$ cat src/rtl/escalonador_serial_if.sv
`timescale 1ns/1ps
`default_nettype none
// ============================================================================
//  Module      : escalonador_serial_if
//  Description : Bundle for the serial-TX scheduler: producer requests and
//                byte streams (tela, status), the TX byte handshake and the
//                packet completion / abort pulses.
//  Revision    : 1.0 - initial release
// ============================================================================
interface escalonador_serial_if;
    logic       req_tela;
    logic [4:0] n_bytes_tela;
    logic [7:0] byte_tela;
    logic       prox_byte_tela;
    logic       req_status;
    logic [7:0] byte_status;
    logic       prox_byte_status;
    logic       tx_partida;
    logic [7:0] tx_dado;
    logic       tx_pronto;
    logic       ack_tela;
    logic       ack_status;
    logic       erro_tx;
    logic       ocupado;
    logic [3:0] db_estado;

    // Scheduler side
    modport slave (
        input  req_tela, n_bytes_tela, byte_tela,
        input  req_status, byte_status,
        input  tx_pronto,
        output prox_byte_tela, prox_byte_status,
        output tx_partida, tx_dado,
        output ack_tela, ack_status, erro_tx,
        output ocupado, db_estado
    );

    // Producers / TX side
    modport master (
        output req_tela, n_bytes_tela, byte_tela,
        output req_status, byte_status,
        output tx_pronto,
        input  prox_byte_tela, prox_byte_status,
        input  tx_partida, tx_dado,
        input  ack_tela, ack_status, erro_tx,
        input  ocupado, db_estado
    );
endinterface
`default_nettype wire

$ cat src/rtl/escalonador_serial.sv
`timescale 1ns/1ps
`default_nettype none
// ============================================================================
//  Module      : escalonador_serial
//  Description : Round-robin arbiter between the frame renderer (tela) and the
//                status source sharing one serial transmitter. Frames each
//                grant as header + payload + XOR checksum and paces the bytes
//                through the tx_partida / tx_pronto handshake, aborting the
//                packet if the transmitter stalls.
//  Revision    : 1.0 - initial release
// ============================================================================
module escalonador_serial #(
    parameter int N_STATUS   = 4,
    parameter int TIMEOUT_TX = 20000
) (
    input  logic                clock,
    input  logic                reset,
    escalonador_serial_if.slave bus
);

    typedef enum logic [3:0] {
        OCIOSO     = 4'd0,
        CABECALHO  = 4'd1,
        ESPERA_CAB = 4'd2,
        PAYLOAD    = 4'd3,
        ESPERA_PAY = 4'd4,
        CHECKSUM   = 4'd5,
        ESPERA_CHK = 4'd6,
        FIM        = 4'd7
    } estado_t;

    localparam int                 C_CNT_W      = $clog2(TIMEOUT_TX) + 1;
    localparam logic [C_CNT_W-1:0] C_LIMITE     = C_CNT_W'(TIMEOUT_TX - 1);
    localparam logic [C_CNT_W-1:0] C_UM         = C_CNT_W'(1);
    localparam logic [4:0]         C_N_STATUS   = 5'(N_STATUS);
    localparam logic [2:0]         C_TAG_TELA   = 3'b101;
    localparam logic [2:0]         C_TAG_STATUS = 3'b110;

    estado_t            r_estado;
    estado_t            w_proximo;
    logic               r_grant_tela;      // 1: tela owns the link, 0: status
    logic               r_ultimo_status;   // last finished/aborted grant was status
    logic [4:0]         r_len;             // payload bytes still to send
    logic [7:0]         r_chk;             // running XOR of header and payload
    logic [7:0]         r_tx_dado;
    logic               r_tx_partida;
    logic               r_erro;
    logic [C_CNT_W-1:0] r_contador;        // cycles spent waiting on the current byte

    logic               w_req_any;
    logic               w_pick_tela;
    logic               w_espera;
    logic               w_timeout;
    logic [7:0]         w_header;
    logic [7:0]         w_byte;
    logic               w_prox_tela;
    logic               w_prox_status;
    logic               w_ack_tela;
    logic               w_ack_status;

    assign w_req_any   = bus.req_tela | bus.req_status;
    // On a tie the requester that did not go last wins
    assign w_pick_tela = bus.req_tela & (~bus.req_status | r_ultimo_status);
    assign w_espera    = (r_estado == ESPERA_CAB) | (r_estado == ESPERA_PAY) |
                         (r_estado == ESPERA_CHK);
    // A tx_pronto arriving on the last allowed cycle still counts as success
    assign w_timeout   = w_espera & ~bus.tx_pronto & (r_contador == C_LIMITE);
    // r_len holds N_STATUS for a status grant, so one concatenation covers both
    assign w_header    = {(r_grant_tela ? C_TAG_TELA : C_TAG_STATUS), r_len};
    assign w_byte      = r_grant_tela ? bus.byte_tela : bus.byte_status;

    // State register
    always_ff @(posedge clock or negedge reset) begin
        if (!reset) begin
            r_estado <= OCIOSO;
        end else begin
            r_estado <= w_proximo;
        end
    end

    // Next-state decode plus the same-cycle consume/ack pulses
    always_comb begin
        w_proximo     = r_estado;
        w_prox_tela   = 1'b0;
        w_prox_status = 1'b0;
        w_ack_tela    = 1'b0;
        w_ack_status  = 1'b0;
        case (r_estado)
            OCIOSO: begin
                if (w_req_any) begin
                    w_proximo = CABECALHO;
                end
            end
            CABECALHO: w_proximo = ESPERA_CAB;
            ESPERA_CAB: begin
                if (bus.tx_pronto) begin
                    w_proximo = (r_len != 5'd0) ? PAYLOAD : CHECKSUM;
                end else if (w_timeout) begin
                    w_proximo = OCIOSO;
                end
            end
            PAYLOAD: w_proximo = ESPERA_PAY;
            ESPERA_PAY: begin
                if (bus.tx_pronto) begin
                    w_prox_tela   = r_grant_tela;
                    w_prox_status = ~r_grant_tela;
                    w_proximo     = (r_len > 5'd1) ? PAYLOAD : CHECKSUM;
                end else if (w_timeout) begin
                    w_proximo = OCIOSO;
                end
            end
            CHECKSUM: w_proximo = ESPERA_CHK;
            ESPERA_CHK: begin
                if (bus.tx_pronto) begin
                    w_proximo = FIM;
                end else if (w_timeout) begin
                    w_proximo = OCIOSO;
                end
            end
            FIM: begin
                w_ack_tela   = r_grant_tela;
                w_ack_status = ~r_grant_tela;
                w_proximo    = OCIOSO;
            end
            default: w_proximo = OCIOSO;
        endcase
    end

    // Grant/length latch, byte launch, checksum accumulation and stall timer
    always_ff @(posedge clock or negedge reset) begin
        if (!reset) begin
            r_grant_tela    <= 1'b0;
            r_ultimo_status <= 1'b1;
            r_len           <= 5'd0;
            r_chk           <= 8'd0;
            r_tx_dado       <= 8'd0;
            r_tx_partida    <= 1'b0;
            r_erro          <= 1'b0;
            r_contador      <= '0;
        end else begin
            r_tx_partida <= 1'b0;
            r_erro       <= 1'b0;
            case (r_estado)
                OCIOSO: begin
                    if (w_req_any) begin
                        r_grant_tela <= w_pick_tela;
                        r_len        <= w_pick_tela ? bus.n_bytes_tela : C_N_STATUS;
                        r_chk        <= 8'd0;
                    end
                end
                CABECALHO: begin
                    r_tx_partida <= 1'b1;
                    r_tx_dado    <= w_header;
                    r_chk        <= r_chk ^ w_header;
                    r_contador   <= '0;
                end
                PAYLOAD: begin
                    r_tx_partida <= 1'b1;
                    r_tx_dado    <= w_byte;
                    r_chk        <= r_chk ^ w_byte;
                    r_contador   <= '0;
                end
                CHECKSUM: begin
                    r_tx_partida <= 1'b1;
                    r_tx_dado    <= r_chk;
                    r_contador   <= '0;
                end
                ESPERA_CAB, ESPERA_PAY, ESPERA_CHK: begin
                    if (bus.tx_pronto) begin
                        if (r_estado == ESPERA_PAY) begin
                            r_len <= r_len - 5'd1;
                        end
                    end else if (w_timeout) begin
                        r_erro          <= 1'b1;
                        r_ultimo_status <= ~r_grant_tela;
                    end else begin
                        r_contador <= r_contador + C_UM;
                    end
                end
                FIM: begin
                    r_ultimo_status <= ~r_grant_tela;
                end
                default: begin
                    r_contador <= '0;
                end
            endcase
        end
    end

    assign bus.tx_partida       = r_tx_partida;
    assign bus.tx_dado          = r_tx_dado;
    assign bus.erro_tx          = r_erro;
    assign bus.prox_byte_tela   = w_prox_tela;
    assign bus.prox_byte_status = w_prox_status;
    assign bus.ack_tela         = w_ack_tela;
    assign bus.ack_status       = w_ack_status;
    assign bus.ocupado          = (r_estado != OCIOSO);
    assign bus.db_estado        = r_estado;

endmodule
`default_nettype wire

$ cat src/flat_wrapper.sv
// flat-port wrapper written by rule: the top's interface ports become plain ports
module escalonador_serial_flat 
#(
    parameter int N_STATUS   = 4,
    parameter int TIMEOUT_TX = 20000
)
  (clock, reset, bus_req_tela, bus_n_bytes_tela, bus_byte_tela, bus_req_status, bus_byte_status, bus_tx_pronto, bus_prox_byte_tela, bus_prox_byte_status, bus_tx_partida, bus_tx_dado, bus_ack_tela, bus_ack_status, bus_erro_tx, bus_ocupado, bus_db_estado);
  escalonador_serial_if bus_i ();
  input  logic clock;
  input  logic reset;
  input wire logic [$bits(bus_i.req_tela)-1:0] bus_req_tela;
  input wire logic [$bits(bus_i.n_bytes_tela)-1:0] bus_n_bytes_tela;
  input wire logic [$bits(bus_i.byte_tela)-1:0] bus_byte_tela;
  input wire logic [$bits(bus_i.req_status)-1:0] bus_req_status;
  input wire logic [$bits(bus_i.byte_status)-1:0] bus_byte_status;
  input wire logic [$bits(bus_i.tx_pronto)-1:0] bus_tx_pronto;
  output wire logic [$bits(bus_i.prox_byte_tela)-1:0] bus_prox_byte_tela;
  output wire logic [$bits(bus_i.prox_byte_status)-1:0] bus_prox_byte_status;
  output wire logic [$bits(bus_i.tx_partida)-1:0] bus_tx_partida;
  output wire logic [$bits(bus_i.tx_dado)-1:0] bus_tx_dado;
  output wire logic [$bits(bus_i.ack_tela)-1:0] bus_ack_tela;
  output wire logic [$bits(bus_i.ack_status)-1:0] bus_ack_status;
  output wire logic [$bits(bus_i.erro_tx)-1:0] bus_erro_tx;
  output wire logic [$bits(bus_i.ocupado)-1:0] bus_ocupado;
  output wire logic [$bits(bus_i.db_estado)-1:0] bus_db_estado;
  assign bus_i.req_tela = bus_req_tela;
  assign bus_i.n_bytes_tela = bus_n_bytes_tela;
  assign bus_i.byte_tela = bus_byte_tela;
  assign bus_i.req_status = bus_req_status;
  assign bus_i.byte_status = bus_byte_status;
  assign bus_i.tx_pronto = bus_tx_pronto;
  assign bus_prox_byte_tela = bus_i.prox_byte_tela;
  assign bus_prox_byte_status = bus_i.prox_byte_status;
  assign bus_tx_partida = bus_i.tx_partida;
  assign bus_tx_dado = bus_i.tx_dado;
  assign bus_ack_tela = bus_i.ack_tela;
  assign bus_ack_status = bus_i.ack_status;
  assign bus_erro_tx = bus_i.erro_tx;
  assign bus_ocupado = bus_i.ocupado;
  assign bus_db_estado = bus_i.db_estado;
  escalonador_serial #(.N_STATUS(N_STATUS), .TIMEOUT_TX(TIMEOUT_TX)) u_core (.clock(clock), .reset(reset), .bus(bus_i));
endmodule
$ cat config.mk
export PLATFORM = sky130hd
export DESIGN_NAME = escalonador_serial_flat
export DESIGN_NICKNAME = d
export VERILOG_FILES = /design/src/rtl/escalonador_serial_if.sv /design/src/rtl/escalonador_serial.sv /design/src/flat_wrapper.sv
export SDC_FILE = /design/constraint.sdc
export NUM_CORES = 1
export LEC_CHECK = 0
export CAP_MARGIN = 40
export CORE_ASPECT_RATIO = 1.2
export CORE_UTILIZATION = 53
export DETAILED_ROUTE_END_ITERATION = 12
export GPL_ROUTABILITY_DRIVEN = 0
export GPL_TIMING_DRIVEN = 0
export PLACE_DENSITY = 0.8
export SYNTH_ARGS = -nofsm -noshare
export SYNTH_HDL_FRONTEND = slang
export SYNTH_SLANG_ARGS = --single-unit
$ cat constraint.sdc
create_clock -name clock -period 2.3 [get_ports clock]
set_input_delay 0.345 -clock clock [delete_from_list [all_inputs] [get_ports clock]]
set_output_delay 0.345 -clock clock [all_outputs]
set_load 0.01 [all_outputs]
==> out/summary.txt <==
run status - finished with violations
failing checks - negative hold slack
Final ANT Viol Nets - 0
#FFs+latches synth - 45
row count - 28
Crit Path Category - flop to output port
wire length of the first global-routing pass - 11,300 µm
CTS Buffer Depth - 2
CP Capture Type - output port
min-delay worst type - input port to async pin
vias per cell - 6.17
Layout area overhead - 22.8%
Req. time, crit path - 1960 ps
H-Tree Depth - 2
HPWL Detailed - 5250 µm
Post-Route WL - 6880 µm
io pins - 45
fmax - 453 MHz
gr ovfl total - 0
setup TNS - 0 ps
worst endpoint data arrival time - 1860 ps
Slew Limit Fails - 0
placed insts - 402
Startpoint Class - flop
Starting DRT DRC Count - 239
main flop type after synthesis - dfrtp_1
Non-Filler Instances - 410
crit-path max FO - 10
clock skew - 11.9 ps
Reg clk slew, reported paths - 90 ps
starting density of the core - 55.2%
die area - 5440 µm²
vias in the first global route - 2,417
post-synthesis cell type count - 58
Routed wire per std cell - 16.8 µm
DR pass1 iterations - 4
VDD IR-drop max - 0.488 mV
Post-Syn Area - 2730 µm²
diode count - 0
Synthesized Nets - 328
Die Y-Extent - 80.6 µm
grt peak-use layer - met2
gr usage total - 27.9%
Reg2Reg Depth - 5
filler cell count - 413
Final setup viols - 0
vias - 2,528
Area contributors post-synth - dfrtp_1 (40%), o21ai_0 (5.5%), a21oi_1 (3.7%)
initial antenna violation count - 0
I/O Buffers - 43
pre-CTS setup slack - 142 ps
grt met1 use - 34.5%
fin crit share - 96.0%
die width - 67.5 µm
min Tclk post-route - 2210 ps
core area - 4940 µm²
number of hold buffers added after CTS - 0
worst slew pin tran - 594 ps
Yosys top cell area share - 40.4%
clock root cell - clkbuf_8
Seq/Total Area, Yosys - 41.3%
Nets - 379
final hold violations - 1
routing usage on met3 - 4.55%
power per cell area - 728 nW/µm²
share of cells above drive strength 1 - 11.1%
dominant cell type by area after synthesis - dfrtp_1
RSZ-0062 raised after global routing - no
largest net degree at the start of global routing - 26
clk sinks - 45
number of remaining DRC errors - 0
worst skew pair latency - 300 ps
Leak Pwr - 0.00135 µW
final worst-path setup slack - 92.8 ps
Mapped Avg Cell Area - 9.15 µm²
CTS tree - yes
CTS buffer count - 5
Max Cap Viol - 0
met2 Use GR - 47.9%
Post-synth EDFFs - 0
Slew HR - 60.2%
Synth warnings - 0
Min Hold Slack - -0.135 ps
Async S/R FF share, synth - 100%
Syn Inst Count - 298
worst max-delay path, stage by stage (launching register included):
cell,delay (ps)
dfrtp_1,530
buf_2,280
nor2_1,80
nand2_1,120
clkdlybuf4s50_1,550
worst paths after layout:
path / start / to / slack (ps)
worst max-delay path: u_core.bus.db_estado[3] / bus_ocupado / 90
worst min-delay path: reset / u_core.r_chk[4] / -0.1
worst max register to register: u_core.r_contador[0] / u_core.r_contador[0] / 380
worst min register to register: u_core.bus.tx_dado[3] / u_core.bus.tx_dado[3] / 490
max in group asynchronous: reset / u_core.r_ultimo_status / 1710
min in group clock: bus_tx_pronto / u_core.bus.erro_tx / 410
synthesized netlist by cell type, types with 5 or more instances:
cell	instances
clkbuf_1	6
nor3_1	9
a21oi_1	20
a22o_1	5
a221oi_1	6
buf_2	9
mux2i_1	8
dfrtp_1	44
or3_1	9
nor2_1	22
o21ai_0	30
nand2_1	22
inv_1	11
nand3_1	12
area by class of cell:
| cell class | instances | area [µm²] | area share, % |
|---|---|---|---|
| Multi-Input combinational cell | 225 | 1470 | 43.8 |
| Sequential cell | 45 | 1130 | 33.7 |
| Timing Repair Buffer | 45 | 453 | 13.5 |
| Buffer | 16 | 88.8 | 2.65 |
| Clock buffer | 7 | 86.3 | 2.58 |
| Tap cell | 60 | 75.1 | 2.24 |
| Inverter | 11 | 41.3 | 1.23 |
| Clock inverter | 1 | 7.51 | 0.224 |
stage by stage:
stage / total power (µW) / cell area (µm²) / utilization (%)
floorplan: 1580 / 2730 / -
global placement: 1900 / 3230 / 65.4
detailed placement: 1930 / 3250 / 65.7
CTS: 2450 / 3350 / 67.8
global route: 2600 / 3350 / 67.8
finish: 2440 / 3350 / 67.8
cells in the final DEF, fill, tap and decap left out, types with 3 or more instances in the layout:
master / instances
nor2b_1: 3
dfrtp_1: 43
buf_2: 9
clkbuf_1: 6
and3_1: 3
o21ai_1: 4
or4_1: 4
mux2_2: 3
nor3_1: 9
a22o_1: 5
clkdlybuf4s50_1: 42
ha_1: 4
inv_1: 11
o31ai_1: 4
a211oi_1: 4
clkbuf_8: 6
mux2i_1: 8
o22ai_1: 3
nand3_1: 12
o21ai_0: 30
a21oi_1: 20
nand2_1: 22
a32oi_1: 4
or3_1: 9
a221oi_1: 6
nor2_1: 22
and4_1: 3
nor4b_2: 3
power breakdown:
| group | leakage [µW] | total (µW) | internal (µW) | switching (µW) |
|---|---|---|---|---|
| clock network | 0.0000445 | 508 | 244 | 264 |
| registers | 0.000594 | 1080 | 941 | 142 |
| logic | 0.000715 | 845 | 409 | 436 |
| total | 0.00135 | 2440 | 1590 | 842 |
what timing repair did:
| action | in CTS | in global routing |
|---|---|---|
| endpoints found under the setup margin | 3 | 2 |
| pin swaps | 1 | 0 |
| gates resized for setup | 1 | 1 |
| buffers inserted | 1 | 0 |
layer usage:
| layer | share of wire [%] | wire length [µm] |
|---|---|---|
| met1 | 42 | 2870 |
| met2 | 52 | 3580 |
| met3 | 4.9 | 336 |
| met4 | 1.5 | 102 |
| met5 | 0 | 0 |
flip-flops by register name, indices dropped and copies added, names as in the netlist:
name                    flops
u_core.bus.db_estado        4
u_core.bus.erro_tx          1
u_core.bus.tx_dado          8
u_core.bus.tx_partida       1
u_core.r_chk                8
u_core.r_contador          16
u_core.r_grant_tela         1
u_core.r_len                5
u_core.r_ultimo_status      1
cell families (layout without fill, tap and decap cells):
| group | count (synthesis) | in the layout | share of synthesized area [%] |
|---|---|---|---|
| adders and majority gates | 4 | 4 | 1.84 |
| DFF | 45 | 45 | 41.3 |
| other | 1 | 1 | 0.138 |
| and+or+nand+nor | 106 | 106 | 21.8 |
| AOI/OAI and AO/OA | 99 | 99 | 24.5 |
| buffers and inverters | 28 | 80 | 4.82 |
| xor gates and xnor gates | 2 | 2 | 0.643 |
| muxes | 13 | 13 | 5.00 |
Power figures use the tool's default switching activity.
